==> config.mk <==
export PLATFORM = sky130hd
export DESIGN_NAME = alu_mc
export DESIGN_NICKNAME = d
export VERILOG_FILES = /design/src/rtl/alu_mc.sv
export SDC_FILE = /design/constraint.sdc
export NUM_CORES = 1
export LEC_CHECK = 0
export CORE_MARGIN = 4
export CORE_UTILIZATION = 40
export CTS_BUF_LIST = sky130_fd_sc_hd__clkbuf_4 sky130_fd_sc_hd__clkbuf_8
export DETAILED_ROUTE_END_ITERATION = 10
export DONT_BUFFER_PORTS = 1
export GPL_TIMING_DRIVEN = 0
export PLACE_DENSITY = 0.56
export SLEW_MARGIN = 20
export SYNTH_ARGS = -nofsm -noshare
export SYNTH_HDL_FRONTEND = slang
export SYNTH_SLANG_ARGS = --single-unit
==> constraint.sdc <==
create_clock -name clk -period 4.3 [get_ports clk]
set_clock_uncertainty 0.15 [all_clocks]
set_input_delay 0.86 -clock clk [delete_from_list [all_inputs] [get_ports clk]]
set_output_delay 0.86 -clock clk [all_outputs]
set_load 0.01 [all_outputs]
==> src/rtl/alu_mc.sv <==
// Multi-cycle ALU: single-cycle logic/shift/compare ops plus iterative shift-add
// multiply and restoring unsigned divide/remainder behind valid/ready handshakes.
module alu_mc #(
    parameter int SWIDTH = 4,
    parameter int DWIDTH = 32
) (
    input  logic              clk,
    input  logic              rst_n,
    input  logic              in_valid,
    output logic              in_ready,
    input  logic [DWIDTH-1:0] src1,
    input  logic [DWIDTH-1:0] src2,
    input  logic [SWIDTH-1:0] sel,
    output logic              out_valid,
    input  logic              out_ready,
    output logic [DWIDTH-1:0] res,
    output logic              res_is_0,
    output logic              busy
);
    localparam int SHW = $clog2(DWIDTH);

    localparam logic [1:0] S_IDLE = 2'd0;
    localparam logic [1:0] S_BUSY = 2'd1;
    localparam logic [1:0] S_DONE = 2'd2;

    localparam logic [SWIDTH-1:0] OP_AND  = SWIDTH'(0);
    localparam logic [SWIDTH-1:0] OP_OR   = SWIDTH'(1);
    localparam logic [SWIDTH-1:0] OP_ADD  = SWIDTH'(2);
    localparam logic [SWIDTH-1:0] OP_XOR  = SWIDTH'(3);
    localparam logic [SWIDTH-1:0] OP_SLL  = SWIDTH'(4);
    localparam logic [SWIDTH-1:0] OP_SRL  = SWIDTH'(5);
    localparam logic [SWIDTH-1:0] OP_SUB  = SWIDTH'(6);
    localparam logic [SWIDTH-1:0] OP_SLT  = SWIDTH'(7);
    localparam logic [SWIDTH-1:0] OP_SRA  = SWIDTH'(8);
    localparam logic [SWIDTH-1:0] OP_SLTU = SWIDTH'(9);
    localparam logic [SWIDTH-1:0] OP_MUL  = SWIDTH'(10);
    localparam logic [SWIDTH-1:0] OP_DIVU = SWIDTH'(11);
    localparam logic [SWIDTH-1:0] OP_REMU = SWIDTH'(12);

    logic [1:0]        state;
    logic [DWIDTH-1:0] res_q;
    logic [DWIDTH-1:0] a_q;
    logic [DWIDTH-1:0] b_q;
    logic [DWIDTH-1:0] acc_q;
    logic [SHW:0]      cnt_q;
    logic              mul_q;
    logic              rem_q;

    logic [SHW-1:0]    shamt;
    logic [DWIDTH-1:0] single_res;
    logic              is_iter;
    logic [DWIDTH:0]   trial;
    logic              ge;
    logic [DWIDTH-1:0] acc_n;
    logic [DWIDTH-1:0] a_n;
    logic [DWIDTH-1:0] b_n;
    logic [DWIDTH-1:0] iter_res;

    assign in_ready  = (state == S_IDLE);
    assign busy      = (state == S_BUSY);
    assign out_valid = (state == S_DONE);
    assign res       = res_q;
    assign res_is_0  = (res_q == '0);

    assign shamt   = src2[SHW-1:0];
    assign is_iter = (sel == OP_MUL) || (sel == OP_DIVU) || (sel == OP_REMU);

    always_comb begin
        single_res = '0;
        case (sel)
            OP_AND:  single_res = src1 & src2;
            OP_OR:   single_res = src1 | src2;
            OP_ADD:  single_res = src1 + src2;
            OP_XOR:  single_res = src1 ^ src2;
            OP_SLL:  single_res = src1 << shamt;
            OP_SRL:  single_res = src1 >> shamt;
            OP_SUB:  single_res = src1 + ~src2 + DWIDTH'(1);
            OP_SLT:  single_res = DWIDTH'($signed(src1) < $signed(src2));
            OP_SRA:  single_res = $signed(src1) >>> shamt;
            OP_SLTU: single_res = DWIDTH'(src1 < src2);
            default: single_res = '0;
        endcase
    end

    // Divide reuses a_q as the dividend/quotient shift register: each step shifts one
    // dividend bit into the partial remainder and one quotient bit into a_q's LSB.
    assign trial = {acc_q, a_q[DWIDTH-1]};
    assign ge    = (trial >= {1'b0, b_q});

    always_comb begin
        acc_n = acc_q;
        a_n   = a_q;
        b_n   = b_q;
        if (mul_q) begin
            acc_n = acc_q + (b_q[0] ? a_q : '0);
            a_n   = a_q << 1;
            b_n   = b_q >> 1;
        end else begin
            acc_n = ge ? DWIDTH'(trial - {1'b0, b_q}) : trial[DWIDTH-1:0];
            a_n   = {a_q[DWIDTH-2:0], ge};
        end
    end

    assign iter_res = (mul_q || rem_q) ? acc_n : a_n;

    always_ff @(posedge clk) begin
        if (!rst_n) begin
            state <= S_IDLE;
            res_q <= '0;
            a_q   <= '0;
            b_q   <= '0;
            acc_q <= '0;
            cnt_q <= '0;
            mul_q <= 1'b0;
            rem_q <= 1'b0;
        end else begin
            case (state)
                S_IDLE: begin
                    if (in_valid) begin
                        if (is_iter) begin
                            a_q   <= src1;
                            b_q   <= src2;
                            acc_q <= '0;
                            cnt_q <= (SHW+1)'(DWIDTH);
                            mul_q <= (sel == OP_MUL);
                            rem_q <= (sel == OP_REMU);
                            state <= S_BUSY;
                        end else begin
                            res_q <= single_res;
                            state <= S_DONE;
                        end
                    end
                end
                S_BUSY: begin
                    a_q   <= a_n;
                    b_q   <= b_n;
                    acc_q <= acc_n;
                    cnt_q <= cnt_q - (SHW+1)'(1);
                    if (cnt_q == (SHW+1)'(1)) begin
                        res_q <= iter_res;
                        state <= S_DONE;
                    end
                end
                S_DONE: begin
                    if (out_ready) begin
                        state <= S_IDLE;
                    end
                end
                default: state <= S_IDLE;
            endcase
        end
    end
endmodule

`ifdef SVA_ON

`endif

==> impl_metrics.xml <==
<?xml version="1.0" encoding="UTF-8"?>
<metrics>
  <group name="setup_path">
    <metric name="worstSetupPathType" unit="">in -&gt; reg</metric>
    <metric name="crit_path_max_incr_delay" unit="ns">0.64</metric>
    <metric name="worstPathCellList" unit="">clkbuf_4, buf_2, clkbuf_1, nor2_1, a21oi_1, a21oi_1, a21oi_1, a21oi_1, o21ai_0, o211ai_1, a31o_2</metric>
    <metric name="count_of_buffer_and_inverter_cells_on_the_critical_path" unit="">3</metric>
    <metric name="timing.critical_path.from_type" unit="">input port</metric>
    <metric name="worst-endpoint-arrival" unit="ns">4.74</metric>
    <metric name="critical_path.most_common_cell" unit="">a21oi_1</metric>
    <metric name="critPathCaptureType" unit="">register</metric>
    <metric name="critical_path.top_delay_family" unit="">compound AO/OA/AOI/OAI gates</metric>
    <metric name="required" unit="ns">4.55</metric>
    <metric name="standard_cell_with_the_maximum_stage_delay_on_the_critical_path" unit="">clkbuf_1</metric>
    <metric name="worstPathMaxFanout" unit="">10</metric>
  </group>
  <group name="sta">
    <metric name="finalCritPeriodShare" unit="%">105</metric>
    <metric name="setup_repair_after_global_routing_missed_its_margin" unit="">false</metric>
    <metric name="timing.final.ws_setup" unit="ns">-0.195</metric>
    <metric name="finalSetupViolCount" unit="">6</metric>
    <metric name="worst_slew_margin_relative_to_its_limit" unit="%">22.6</metric>
    <metric name="finalWorstPathRequiredPeriod" unit="ns">4.49</metric>
    <metric name="max_clock_freq" unit="MHz">222</metric>
    <metric name="setup-tns-final" unit="ns">-0.505</metric>
    <metric name="final-hold-violation-count" unit="">0</metric>
    <metric name="timing.final.max_slew_violations" unit="">0</metric>
    <metric name="worst_slew_pin_slew" unit="ns">1.15</metric>
  </group>
  <group name="synth">
    <metric name="synth_seq_area_share" unit="%">14.3</metric>
    <metric name="post_synth_design_cell_area" unit="sq um">19300</metric>
    <metric name="cell_with_the_most_instances_after_synthesis" unit="">nand2_1</metric>
    <metric name="ys_top_cells_by_area" unit="">dfxtp_1 (14%), ha_1 (11%), mux4_2 (5.6%), a21oi_1 (5.5%), nand2_1 (5.1%)</metric>
    <metric name="syn_nets" unit="">2881</metric>
    <metric name="ys_seq_elements" unit="">138</metric>
    <metric name="postSynthCellCount" unit="">2639</metric>
    <metric name="synthDominantCellAreaShare" unit="%">14.3</metric>
    <metric name="postSynthAreaPerCell" unit="sq um">7.31</metric>
    <metric name="yosysWarnings" unit="">0</metric>
    <metric name="synth-edff-count" unit="">0</metric>
    <metric name="async_reset_ff_share" unit="%">0</metric>
    <metric name="synth_top_area_cell" unit="">dfxtp_1</metric>
    <metric name="most_frequent_cells_after_synthesis" unit="">nand2_1 (261), nor2_1 (228), a21oi_1 (212)</metric>
    <metric name="synthFlopType" unit="">dfxtp_1</metric>
    <metric name="synth_cell_types" unit="">98</metric>
  </group>
  <group name="outcome">
    <metric name="failed_checks" unit="">setup timing</metric>
    <metric name="status" unit="">complete, but fails checks</metric>
  </group>
  <group name="floorplanning">
    <metric name="die_area" unit="sq um">51800</metric>
    <metric name="initial_core_utilization" unit="%">40.4</metric>
    <metric name="floorplan.die.height" unit="um">228</metric>
    <metric name="die_w" unit="um">228</metric>
    <metric name="coreArea" unit="sq um">47700</metric>
    <metric name="number_of_top_level_pins" unit="">108</metric>
    <metric name="std_cell_rows" unit="">80</metric>
  </group>
  <group name="routing">
    <metric name="wire_length_after_detailed_routing" unit="um">115000</metric>
    <metric name="initialDrtViolationCount" unit="">3299</metric>
    <metric name="drt_pass1_iterations" unit="">8</metric>
    <metric name="vias" unit="">23124</metric>
    <metric name="vias_per_instance" unit="">7.04</metric>
    <metric name="detail-route-antenna-nets" unit="">0</metric>
    <metric name="routed_wire_length_per_instance" unit="um">35.0</metric>
    <metric name="drc_errors" unit="">0</metric>
  </group>
  <group name="global_routing">
    <metric name="grtUsageTotal" unit="%">42.5</metric>
    <metric name="grt-ovfl-total" unit="">0</metric>
    <metric name="grt_max_degree" unit="">17</metric>
    <metric name="initial_antenna_violation_count" unit="">5</metric>
    <metric name="first_pass_grt_wire_length" unit="um">159000</metric>
    <metric name="grt_pass1_vias" unit="">21697</metric>
  </group>
  <group name="clock_network">
    <metric name="cts_hold_repair.buffers" unit="">0</metric>
    <metric name="numClockSinks" unit="">138</metric>
    <metric name="cts_buffer_depth" unit="">2</metric>
    <metric name="cts_made_buffers" unit="">17</metric>
    <metric name="clk_latency" unit="ns">0.50</metric>
    <metric name="cts-htree-levels" unit="">4</metric>
    <metric name="clockRootBuffer" unit="">clkbuf_8</metric>
    <metric name="buffers_inserted_during_post_cts_setup_optimization" unit="">0</metric>
    <metric name="cts_tree" unit="">built</metric>
    <metric name="clkSlewWorstSetupHoldPaths" unit="ns">0.10</metric>
  </group>
  <group name="placement">
    <metric name="globalplace.congestion" unit="">1.08</metric>
    <metric name="place_hpwl" unit="um">93200</metric>
    <metric name="numPortBuffers" unit="">0</metric>
  </group>
  <group name="hold_path">
    <metric name="hold_path.class" unit="">reg -&gt; reg</metric>
  </group>
  <group name="power">
    <metric name="power_dens_cells" unit="nW/um^2">259</metric>
    <metric name="reported_leakage_power" unit="nW">8.80</metric>
    <metric name="worst_ir_drop_vdd" unit="mV">0.244</metric>
    <metric name="design_power_total" unit="mW">5.40</metric>
  </group>
  <group name="final_layout">
    <metric name="drive_gt1_share" unit="%">8.40</metric>
    <metric name="area_growth" unit="%">7.89</metric>
    <metric name="finish.net_count" unit="">2896</metric>
  </group>
  <group name="flow_run">
    <metric name="max-cap-violations" unit="">0</metric>
  </group>
</metrics>
-- sequential cells by signal (all words and copies together) (netlist names) --
| register | count |
|---|---|
| rem_q | 1 |
| b_q | 32 |
| acc_q | 32 |
| res | 32 |
| mul_q | 1 |
| a_q | 32 |
| state | 2 |
| cnt_q | 6 |
-- per-layer routing --
metal / routed length [um] / vias to the layer above / GRT usage (%) / share of wire [%]
met5: 30 / - / 0 / 0.026
met4: 12000 / 4 / 35.4 / 10
met3: 11700 / 498 / 10.6 / 10
met2: 49900 / 1645 / 66.4 / 43
met1: 41200 / 11088 / 49.2 / 36
li1: - / 9889 / - / -
-- final timing paths --
path              startpoint  endpoint  slack [ns]  cells after the start
setup / recovery     src2[1]   res[16]       -0.19                     11
hold / removal        b_q[8]    b_q[8]        0.35                      1
setup reg to reg   acc_q[12]   res[12]        0.09                     12
hold reg to reg       b_q[8]    b_q[8]        0.35                      1
-- cell type report --
type / instances / area [sq um]
buffer: 198 / 850
sequential: 138 / 2770
clock inverter: 15 / 148
fill: 4997 / 26900
inverter: 150 / 572
antenna: 4 / 10.0
clock buffer: 17 / 234
multi-input combinational: 2149 / 15500
tap: 615 / 769
-- what timing repair did --
| action | 4_1_cts | 5_1_grt |
|---|---|---|
| pin swaps | 4 | 3 |
| resized for setup | 60 | 44 |
| endpoints found under the setup margin | 32 | 27 |
-- stage by stage --
stage	std cells	setup WS, ns	util, %	area (sq um)	hold slack (ns)
floorplan	2639	0.0494	-	19300	0.299
global placement	3254	-2.37	42.0	20100	0.329
detailed placement	3254	-1.98	42.1	20100	0.337
CTS	3284	0.00990	43.3	20700	0.355
global route	3282	0.00113	43.6	20800	0.371
finish	3286	-0.195	43.6	20800	0.353
-- kinds of logic after synthesis --
kind of cell               synth area share (%)
xor gates and xnor gates                   3.09
adders and majority gates                  11.2
AOI/OAI and AO/OA                          34.4
buffers and inverters                      7.16
and+or+nand+nor                            19.6
muxes                                      10.3
DFF                                        14.3
-- power by group --
part	internal [mW]	switching (mW)	total (mW)
registers	1.36	0.130	1.49
logic	0.917	1.91	2.83
clock network	0.431	0.651	1.08
total	2.70	2.70	5.40
-- cells in the final DEF (no fill, tap or decap), types with 50 or more instances in the layout --
cell type / instances
nand2_1: 259
nor2_1: 228
o211ai_1: 81
dfxtp_1: 136
and2_1: 57
clkbuf_1: 136
ha_1: 165
nand3_1: 50
inv_1: 142
a21oi_1: 204
mux2i_1: 74
o21ai_0: 157
Power figures use the tool's default switching activity.
